File: config.mk
export PLATFORM = sky130hd
export DESIGN_NAME = pll_reset_sequencer_flat
export DESIGN_NICKNAME = d
export VERILOG_FILES = /design/src/rtl/pll_reset_sequencer_if.sv /design/src/rtl/pll_reset_sequencer.sv /design/src/flat_wrapper.sv
export SDC_FILE = /design/constraint.sdc
export NUM_CORES = 1
export LEC_CHECK = 0
export CORE_MARGIN = 8
export CORE_UTILIZATION = 55
export DETAILED_ROUTE_END_ITERATION = 12
export PLACE_DENSITY = 0.76
export SLEW_MARGIN = 20
export SYNTH_ARGS = -nofsm -noshare
export SYNTH_HDL_FRONTEND = slang
export SYNTH_SLANG_ARGS = --single-unit
File: constraint.sdc
create_clock -name clk -period 2.8 [get_ports clk]
set_clock_uncertainty 0.05 [all_clocks]
set_input_delay 0.28 -clock clk [delete_from_list [all_inputs] [get_ports clk]]
set_output_delay 0.28 -clock clk [all_outputs]
set_load 0.005 [all_outputs]
File: src/rtl/pll_reset_sequencer_if.sv
// Bundles the PLL lock input and the staged reset outputs of the sequencer.
// Latency: none (plain wires). Backpressure: none; reset outputs are level signals.
// Ports: locked (raw PLL lock), rst_n_out[STAGES], ready, lock_loss_count[8], state[2].
interface pll_reset_sequencer_if #(
  parameter int STAGES = 3
);
  logic              locked;
  logic [STAGES-1:0] rst_n_out;
  logic              ready;
  logic [7:0]        lock_loss_count;
  logic [1:0]        state;

  // master: the sequencer itself; slave: the PLL/consumer side.
  modport master (
    input  locked,
    output rst_n_out,
    output ready,
    output lock_loss_count,
    output state
  );

  modport slave (
    output locked,
    input  rst_n_out,
    input  ready,
    input  lock_loss_count,
    input  state
  );
endinterface

File: src/rtl/pll_reset_sequencer.sv
// Qualifies PLL lock, releases reset domains one by one, re-asserts all on confirmed lock loss.
// Latency: bit 0 released LOCK_CYCLES+3 edges after locked is first sampled high; loss seen GLITCH_CYCLES+2 edges after drop.
// Backpressure: none; all outputs are registered levels, consumers simply observe them.
// Ports: clk, resetn (sync, active-low), bus (master modport: locked in; rst_n_out, ready,
//        lock_loss_count, state out).
module pll_reset_sequencer #(
  parameter int LOCK_CYCLES   = 1024,
  parameter int STAGES        = 3,
  parameter int STAGE_GAP     = 16,
  parameter int GLITCH_CYCLES = 4
) (
  input  logic                  clk,
  input  logic                  resetn,
  pll_reset_sequencer_if.master bus
);

  typedef enum logic [1:0] {
    WAIT_LOCK = 2'd0,
    STABLE    = 2'd1,
    RELEASE   = 2'd2,
    RUN       = 2'd3
  } state_e;

  localparam logic [15:0] QUAL_LAST   = 16'(LOCK_CYCLES - 1);
  localparam logic [7:0]  GAP_LAST    = 8'(STAGE_GAP - 1);
  localparam logic [7:0]  GLITCH_LAST = 8'(GLITCH_CYCLES - 1);

  // Two-flop synchroniser for the asynchronous lock flag.
  logic s1_q, s1_d;
  logic s2_q, s2_d;

  state_e            state_q, state_d;
  logic [15:0]       qual_cnt_q, qual_cnt_d;
  logic [7:0]        gap_cnt_q, gap_cnt_d;
  logic [2:0]        stage_idx_q, stage_idx_d;  // index of the last released bit
  logic [7:0]        glitch_cnt_q, glitch_cnt_d;
  logic [STAGES-1:0] rst_n_q, rst_n_d;
  logic              ready_q, ready_d;
  logic [7:0]        loss_cnt_q, loss_cnt_d;

  always_comb begin
    s1_d         = bus.locked;
    s2_d         = s1_q;
    state_d      = state_q;
    qual_cnt_d   = qual_cnt_q;
    gap_cnt_d    = gap_cnt_q;
    stage_idx_d  = stage_idx_q;
    glitch_cnt_d = glitch_cnt_q;
    rst_n_d      = rst_n_q;
    ready_d      = ready_q;
    loss_cnt_d   = loss_cnt_q;

    unique case (state_q)
      WAIT_LOCK: begin
        rst_n_d      = '0;
        ready_d      = 1'b0;
        glitch_cnt_d = '0;
        if (s2_q) begin
          state_d    = STABLE;
          qual_cnt_d = '0;
        end
      end

      STABLE: begin
        // A drop here just restarts qualification; it is not a lock loss.
        if (!s2_q) begin
          state_d = WAIT_LOCK;
        end else if (qual_cnt_q == QUAL_LAST) begin
          rst_n_d[0]   = 1'b1;
          gap_cnt_d    = '0;
          stage_idx_d  = '0;
          glitch_cnt_d = '0;
          if (STAGES == 1) begin
            ready_d = 1'b1;
            state_d = RUN;
          end else begin
            state_d = RELEASE;
          end
        end else begin
          qual_cnt_d = qual_cnt_q + 16'd1;
        end
      end

      RELEASE, RUN: begin
        glitch_cnt_d = s2_q ? 8'd0 : glitch_cnt_q + 8'd1;

        // Release keeps progressing through unconfirmed glitches.
        if (state_q == RELEASE) begin
          if (gap_cnt_q == GAP_LAST) begin
            gap_cnt_d   = '0;
            stage_idx_d = stage_idx_q + 3'd1;
            for (int i = 0; i < STAGES; i++) begin
              if (i == int'(stage_idx_q) + 1) rst_n_d[i] = 1'b1;
            end
            if (int'(stage_idx_q) + 2 == STAGES) begin
              ready_d = 1'b1;
              state_d = RUN;
            end
          end else begin
            gap_cnt_d = gap_cnt_q + 8'd1;
          end
        end

        // Confirmed loss overrides any release happening on the same edge.
        if (!s2_q && (glitch_cnt_q == GLITCH_LAST)) begin
          state_d      = WAIT_LOCK;
          rst_n_d      = '0;
          ready_d      = 1'b0;
          glitch_cnt_d = '0;
          if (loss_cnt_q != 8'hFF) loss_cnt_d = loss_cnt_q + 8'd1;
        end
      end

      default: state_d = WAIT_LOCK;
    endcase
  end

  always_ff @(posedge clk) begin
    if (!resetn) begin
      s1_q         <= 1'b0;
      s2_q         <= 1'b0;
      state_q      <= WAIT_LOCK;
      qual_cnt_q   <= '0;
      gap_cnt_q    <= '0;
      stage_idx_q  <= '0;
      glitch_cnt_q <= '0;
      rst_n_q      <= '0;
      ready_q      <= 1'b0;
      loss_cnt_q   <= '0;
    end else begin
      s1_q         <= s1_d;
      s2_q         <= s2_d;
      state_q      <= state_d;
      qual_cnt_q   <= qual_cnt_d;
      gap_cnt_q    <= gap_cnt_d;
      stage_idx_q  <= stage_idx_d;
      glitch_cnt_q <= glitch_cnt_d;
      rst_n_q      <= rst_n_d;
      ready_q      <= ready_d;
      loss_cnt_q   <= loss_cnt_d;
    end
  end

  assign bus.rst_n_out       = rst_n_q;
  assign bus.ready           = ready_q;
  assign bus.lock_loss_count = loss_cnt_q;
  assign bus.state           = state_q;

endmodule

File: src/flat_wrapper.sv
// flat-port wrapper written by rule: the top's interface ports become plain ports
module pll_reset_sequencer_flat 
#(
  parameter int LOCK_CYCLES   = 1024,
  parameter int STAGES        = 3,
  parameter int STAGE_GAP     = 16,
  parameter int GLITCH_CYCLES = 4
)
  (clk, resetn, bus_locked, bus_rst_n_out, bus_ready, bus_lock_loss_count, bus_state);
  pll_reset_sequencer_if #(.STAGES(STAGES)) bus_i ();
  input  logic clk;
  input  logic resetn;
  input wire logic [$bits(bus_i.locked)-1:0] bus_locked;
  output wire logic [$bits(bus_i.rst_n_out)-1:0] bus_rst_n_out;
  output wire logic [$bits(bus_i.ready)-1:0] bus_ready;
  output wire logic [$bits(bus_i.lock_loss_count)-1:0] bus_lock_loss_count;
  output wire logic [$bits(bus_i.state)-1:0] bus_state;
  assign bus_i.locked = bus_locked;
  assign bus_rst_n_out = bus_i.rst_n_out;
  assign bus_ready = bus_i.ready;
  assign bus_lock_loss_count = bus_i.lock_loss_count;
  assign bus_state = bus_i.state;
  pll_reset_sequencer #(.LOCK_CYCLES(LOCK_CYCLES), .STAGES(STAGES), .STAGE_GAP(STAGE_GAP), .GLITCH_CYCLES(GLITCH_CYCLES)) u_core (.clk(clk), .resetn(resetn), .bus(bus_i));
endmodule
==> summary.md, run 1 <==
| Metric | Value |
|---|---|
| Share of the cycle needed by the critical path after routing | 86.29% |
| Required time worst endpoint | 3.00 ns |
| Violation count after the first detailed-route iteration | 111 |
| Resized Gates After CTS | 0 |
| Clock edge transition at the registers on the reported setup and hold paths | 0.10 ns |
| Initial standard-cell utilization of the core | 57.53% |
| Post-detail-place hpwl | 4015 um |
| Count of buffers inserted at the top-level ports | 16 |
| Number of instances in the synthesized netlist | 326 |
| Number of synthesized flops with an enable pin | 0 |
| Total Power Consumption | 1.344 mW |
| Number of distinct library cells after synthesis | 53 |
| Number of nets still failing antenna checks after routing | 0 |
| R2r endpoint | u_core.bus.rst_n_out[1] |
| Worst setup timing slack at the placement stage | 0.4713 ns |
| Most common cell after layout, fill and taps aside | sky130_fd_sc_hd__dfxtp_1 |
| CP Launch Type | register |
| Run status | finished clean |
| Design area | 3058 sq um |
| Max-cap violation count | 0 |
| Synthesized cell area | 2735 sq um |
| Clk buf depth | 2 |
| Async set-or-reset flop fraction in the synthesized netlist | 0% |
| Leakage power | 1.026 nW |
| Average footprint of a synthesized cell | 8.390 sq um |
| Yosys warning count | 0 |
| Count of antenna diodes in the layout | 0 |
| Die Y | 86.52 um |
| Number of standard-cell rows in the floorplan | 25 |
| WP data arrival | 2.61 ns |
| H-Tree Level Count | 2 |
| Min cycle time layout | 2.416 ns |
| Largest voltage drop on the vdd net | 0.2461 mV |
| Routed wire length per instance | 14.13 um |
| DR vias/cell | 5.795 |
| TritonCTS clock tree | yes |
| Total Neg Setup Slack | 0 ns |
| Worst-case reg-to-reg path depth | 7 |
| Aggregate routed wire length | 5781 um |
| Sequential fraction of the synthesis area | 37.33% |
| Kind of critical path | reg -> reg |
| Final instance count without filler cells | 409 |
| Routability cong. | 0.8576 |
| Final number of hold-violating endpoints | 0 |
| Clock root cell | sky130_fd_sc_hd__clkbuf_8 |
| Placed Cells incl. Taps | 401 |
| Worst hold path class | reg -> reg |
| Placed inst area | 2954 sq um |
| Ratio of total power to cell area | 439.4 nW/um^2 |
| Area growth, synth to finish | 11.80% |
| Final Setup Violations | 0 |
| Total Nets Final | 357 |
| Most frequent cells in the layout | 51 x sky130_fd_sc_hd__dfxtp_1, 36 x sky130_fd_sc_hd__nor2_1, 28 x sky130_fd_sc_hd__a21oi_1, 26 x sky130_fd_sc_hd__nand2_1, 21 x sky130_fd_sc_hd__nand3_1 |
| Slew HR | 51.80% |
| Syn_nets | 342 |
| Worst r2r src | u_core.bus.state[0] |
| Critical path peak fanout | 12 |
| Capture point of the worst path | u_core.bus.rst_n_out[1] |
| Largest net degree at the start of global routing | 26 |
| Number of synthesized register bits | 51 |
| Global route total overflow | 0 |
| Area of the core | 4755 sq um |
| DRC violation count after routing | 0 |
| Worst hold stages | 1 |
| Via count of the routed design | 2370 |
| Number of clock buffers inserted by TritonCTS | 5 |
| Crit path capture type | register |
| Antenna violations before repair | 0 |
| Setup repair after global routing missed its margin | false |
| Max Fclk | 413.9 MHz |
| Overall fraction of global-route tracks in use | 16.09% |
| First-pass GRT wire length | 9970 um |
| Setup WS post-layout | 0.3840 ns |
| Later-pin clock latency in the skew report | 0.31 ns |
| Source of the critical timing path | u_core.bus.state[0] |
| Die width | 86.52 um |
| Clk sinks | 51 |
| Floorplan die area | 7486 sq um |
| Count of pins on the block boundary | 17 |
| Drt pass-1 iters | 4 |
| Number of pins exceeding their max-slew limit in the final report | 0 |
| Count of hold-fix buffers inserted at cts | 0 |
| Most common flop cell mapped by yosys | sky130_fd_sc_hd__dfxtp_1 |
| Vias in the first global route | 2269 |
| Post-CTS Setup Repair Bufs | 0 |
| Worst reg-to-reg setup slack | 0.38 ns |
| Actual transition at the worst max-transition pin | 0.7203 ns |
| Proportion of layout cells with a drive suffix above 1 | 8.187% |
-- final cells by class --
class                   instances  area (sq um)
fillers                       421          1697
multi-input cells             253          1610
inverters                       7         26.28
clock inverters                 1         7.507
clock buffers                   7         96.34
repair buffers                 23         212.7
flip-flops and latches         51          1021
well taps                      67         83.83
-- sequential cells by signal, indices dropped and copies added, names as in the netlist --
register / count
u_core.stage_idx_q: 3
u_core.bus.lock_loss_count: 8
u_core.s1_q: 1
u_core.bus.state: 2
u_core.bus.ready: 1
u_core.glitch_cnt_q: 8
u_core.bus.rst_n_out: 3
u_core.s2_q: 1
u_core.qual_cnt_q: 16
u_core.gap_cnt_q: 8
-- synth_stat cells (2+ instances only) --
library cell	count	share of area [%]
sky130_fd_sc_hd__a2111oi_0	2	0.64
sky130_fd_sc_hd__dfxtp_1	51	37
sky130_fd_sc_hd__a31oi_1	2	0.46
sky130_fd_sc_hd__mux2i_1	2	0.73
sky130_fd_sc_hd__clkbuf_1	10	1.4
sky130_fd_sc_hd__nand3b_1	4	1.1
sky130_fd_sc_hd__ha_1	13	5.9
sky130_fd_sc_hd__or2_2	3	0.69
sky130_fd_sc_hd__nand4_1	5	1.1
sky130_fd_sc_hd__o31ai_1	2	0.55
sky130_fd_sc_hd__nand2_1	26	3.6
sky130_fd_sc_hd__mux2_2	2	0.82
sky130_fd_sc_hd__xnor2_1	18	5.8
sky130_fd_sc_hd__nor4_1	8	1.8
sky130_fd_sc_hd__and4_1	2	0.64
sky130_fd_sc_hd__nor2b_1	2	0.46
sky130_fd_sc_hd__nand4b_1	4	1.3
sky130_fd_sc_hd__buf_2	2	0.37
sky130_fd_sc_hd__or4_1	2	0.55
sky130_fd_sc_hd__a21oi_1	28	5.1
sky130_fd_sc_hd__nor2_1	36	4.9
sky130_fd_sc_hd__or3b_1	2	0.64
sky130_fd_sc_hd__o21ai_0	15	2.7
sky130_fd_sc_hd__and3_1	9	2.1
sky130_fd_sc_hd__o211ai_1	2	0.55
sky130_fd_sc_hd__or3_1	4	0.91
sky130_fd_sc_hd__buf_6	2	0.82
sky130_fd_sc_hd__nand3_1	21	3.8
sky130_fd_sc_hd__nor3_1	2	0.37
sky130_fd_sc_hd__or4b_1	2	0.73
sky130_fd_sc_hd__nand2b_1	5	1.1
sky130_fd_sc_hd__inv_1	7	0.96
sky130_fd_sc_hd__a211oi_1	7	1.9
sky130_fd_sc_hd__o32ai_1	2	0.64
sky130_fd_sc_hd__and2_1	4	0.91
-- metrics by stage --
step / hold WS, ns / utilization (%)
after detailed placement: 0.3761 / 62.13
after global routing: 0.4386 / 64.32
final: 0.4057 / 64.32
after CTS: 0.4091 / 64.32
after floorplan: 0.3573 / -
after global placement: 0.3798 / 62.13
-- cells by family after synthesis --
kind of cell	count (synthesis)	synth area share, %
flops	51	37.33
simple gates	147	29.05
mux	4	1.555
buf+inv	22	3.797
fa+ha+maj	13	5.947
compound gates	71	16.56
xor+xnor	18	5.764
-- layer usage --
metal	vias to the layer above	GRT usage [%]	part of all wire [%]
met2	60	25.21	45
met5	-	0	0
met1	1097	21.05	49
li1	1211	-	-
met4	0	4.538	0.36
met3	2	4.253	5.3
-- critical path: stages, from the launching register on --
cell	delay (ns)
sky130_fd_sc_hd__dfxtp_1	0.42
sky130_fd_sc_hd__inv_1	0.11
sky130_fd_sc_hd__ha_1	0.24
sky130_fd_sc_hd__nor2_1	0.58
sky130_fd_sc_hd__a21oi_1	0.27
sky130_fd_sc_hd__a221oi_1	0.47
sky130_fd_sc_hd__a21oi_1	0.12
sky130_fd_sc_hd__nor2_1	0.09
-- how the worst min path moves through the flow --
stage,slack [ns],from,endpoint
floorplan,0.36,bus_locked,u_core.s1_q
global placement,0.38,u_core.s1_q,u_core.s2_q
detailed placement,0.38,u_core.s1_q,u_core.s2_q
CTS,0.41,u_core.s1_q,u_core.s2_q
global route,0.44,u_core.s1_q,u_core.s2_q
finish,0.41,u_core.s1_q,u_core.s2_q
-- power by group --
part | switching, mW | internal, mW
Combinational | 0.0834 | 0.0463
Sequential | 0.00646 | 0.731
Clock | 0.252 | 0.225
Total | 0.342 | 1.00
Note: power is estimated with default switching activity, not from simulation.
==> run 2: changes to the inputs <==
--- a/config.mk
+++ b/config.mk
@@ -5,7 +5,6 @@
 export SDC_FILE = /design/constraint.sdc
 export NUM_CORES = 1
 export LEC_CHECK = 0
-export CORE_MARGIN = 8
 export CORE_UTILIZATION = 55
 export DETAILED_ROUTE_END_ITERATION = 12
 export PLACE_DENSITY = 0.76
@@ -13,3 +12,4 @@
 export SYNTH_ARGS = -nofsm -noshare
 export SYNTH_HDL_FRONTEND = slang
 export SYNTH_SLANG_ARGS = --single-unit
+export TNS_END_PERCENT = 5
==> summary.md, run 2 (same netlist as run 1, synthesis figures left out) <==
| Metric | Value |
|---|---|
| Required time worst endpoint | 3.01 ns (about the same) |
| Total Power Consumption | 1.321 mW (-1.7%) |
| Clk buf depth | 2 (unchanged) |
| Number of standard-cell rows in the floorplan | 25 (unchanged) |
| Area of the core | 4755 sq um (unchanged) |
| Area growth, synth to finish | 11.44% |
| Vias in the first global route | 2061 (-9.2%) |
| Post-CTS Setup Repair Bufs | 0 (unchanged) |
| Run status | finished clean |
| Global route total overflow | 0 (unchanged) |
| Register name with the most flops | u_core.qual_cnt_q |
| Share of the cycle needed by the critical path after routing | 86.80% (+0.51 points) |
| Total Neg Setup Slack | 0 ns (unchanged) |
| Max Fclk | 411.5 MHz (-0.59%) |
| Clock edge transition at the registers on the reported setup and hold paths | 0.10 ns (about the same) |
| Max-cap violation count | 0 (unchanged) |
| Number of nets still failing antenna checks after routing | 0 (unchanged) |
| Number of pins exceeding their max-slew limit in the final report | 0 (unchanged) |
| Floorplan die area | 5259 sq um (-30%) |
| Violation count after the first detailed-route iteration | 68 (-39%) |
| Kind of critical path | reg -> reg |
| Final Setup Violations | 0 (unchanged) |
| Critical path peak fanout | 12 (unchanged) |
| Later-pin clock latency in the skew report | 0.31 ns (about the same) |
| Drt pass-1 iters | 4 (unchanged) |
| Design area | 3048 sq um (-0.33%) |
| Die width | 72.52 um (-16%) |
| Flip-flop count of the largest register, all copies and words added | 16 (unchanged) |
| Placed inst area | 2954 sq um (unchanged) |
| Routed wire length per instance | 13.71 um (-3.0%) |
| Worst reg-to-reg setup slack | 0.37 ns (about the same) |
| Resized Gates After CTS | 0 (unchanged) |
| WP data arrival | 2.64 ns (+0.03 ns) |
| Crit path capture type | register |
| Setup repair after global routing missed its margin | false |
| Number of clock buffers inserted by TritonCTS | 5 (unchanged) |
| Leakage power | 1.021 nW (-0.52%) |
| Clk sinks | 51 (unchanged) |
| Aggregate routed wire length | 5608 um (-3.0%) |
| Worst hold path class | reg -> reg |
| Count of buffers inserted at the top-level ports | 16 (unchanged) |
| Count of pins on the block boundary | 17 (unchanged) |
| H-Tree Level Count | 2 (unchanged) |
| Ratio of total power to cell area | 433.4 nW/um^2 (-1.4%) |
| Post-detail-place hpwl | 3892 um (-3.1%) |
| Count of hold-fix buffers inserted at cts | 0 (unchanged) |
| DR vias/cell | 5.831 (+0.63%) |
| Min cycle time layout | 2.430 ns (+0.01428 ns) |
| Final number of hold-violating endpoints | 0 (unchanged) |
| Routability cong. | 0.7934 (-7.5%) |
| Die Y | 72.52 um (-16%) |
| CP Launch Type | register |
| TritonCTS clock tree | yes |
| Most common cell after layout, fill and taps aside | sky130_fd_sc_hd__dfxtp_1 |
| Antenna violations before repair | 0 (unchanged) |
| Overall fraction of global-route tracks in use | 22.81% (+6.7 points) |
| DRC violation count after routing | 0 (unchanged) |
| Total Nets Final | 357 (unchanged) |
| Via count of the routed design | 2385 (+0.63%) |
| Actual transition at the worst max-transition pin | 0.7105 ns (-0.009860 ns) |
| Most frequent cells in the layout | 51 x sky130_fd_sc_hd__dfxtp_1, 36 x sky130_fd_sc_hd__nor2_1, 28 x sky130_fd_sc_hd__a21oi_1, 26 x sky130_fd_sc_hd__nand2_1, 21 x sky130_fd_sc_hd__nand3_1 |
| Worst hold slack | 0.4031 ns (-0.002619 ns) |
| Count of antenna diodes in the layout | 0 (unchanged) |
| Slew HR | 52.46% (+0.66 points) |
| First-pass GRT wire length | 9453 um (-5.2%) |
| Largest voltage drop on the vdd net | 0.3323 mV (+35%) |
| Clock root cell | sky130_fd_sc_hd__clkbuf_8 |
| Initial standard-cell utilization of the core | 57.53% (unchanged) |
| Largest net degree at the start of global routing | 26 (unchanged) |
| Proportion of layout cells with a drive suffix above 1 | 8.187% (unchanged) |
==> run 2: changes by cell type in the layout (fill, tap and decap cells not counted), sizes merged <==
cell	change
clkbuf	-2
inv	+2
==> run 2: report_power, final <==
group	internal (mW)	switching (mW)	leakage (nW)
logic	0.0462	0.0829	0.565
registers	0.731	0.00584	0.411
clock network	0.183	0.273	0.0452
total	0.960	0.361	1.02
==> run 2: final cells by class <==
type	count	area (sq um)
Clock buffer	5	68.82
Multi-Input combinational cell	253	1610
Sequential cell	51	1021
Fill cell	451	1707
Tap cell	67	83.83
Timing Repair Buffer	23	212.7
Inverter	7	26.28
Clock inverter	3	25.02
==> run 2: final timing paths <==
check,cells past startpoint,end,start
worst min register to register,1,u_core.s2_q,u_core.s1_q
worst max register to register,7,u_core.bus.rst_n_out[2],u_core.bus.state[0]
worst min-delay path,1,u_core.s2_q,u_core.s1_q
worst max-delay path,7,u_core.bus.rst_n_out[2],u_core.bus.state[0]
==> run 2: layer usage <==
| layer | wire, um | track usage [%] | vias up |
|---|---|---|---|
| met5 | 0 | 0 | - |
| met4 | 70 | 7.190 | 0 |
| met3 | 171 | 4.722 | 7 |
| met2 | 2452 | 35.31 | 31 |
| met1 | 2913 | 31.81 | 1145 |
| li1 | - | - | 1202 |
==> run 2: stage by stage <==
stage | instances | setup slack, ns | utilization [%]
2_1_floorplan | 326 | 0.8071 | -
3_3_place_gp | 401 | 0.5745 | 62.13
3_5_place_dp | 401 | 0.4162 | 62.13
6_report | 409 | 0.3697 | 64.11
4_1_cts | 409 | 0.3930 | 64.11
5_1_grt | 409 | 0.07419 | 64.11
==> run 2: critical path: stages (launching register included) <==
cell and delay (ns):
sky130_fd_sc_hd__dfxtp_1 0.41, sky130_fd_sc_hd__inv_1 0.10, sky130_fd_sc_hd__ha_1 0.24, sky130_fd_sc_hd__nor2_1 0.57, sky130_fd_sc_hd__a21oi_1 0.26, sky130_fd_sc_hd__a221oi_1 0.50
sky130_fd_sc_hd__a21oi_1 0.14, sky130_fd_sc_hd__nor2_1 0.11
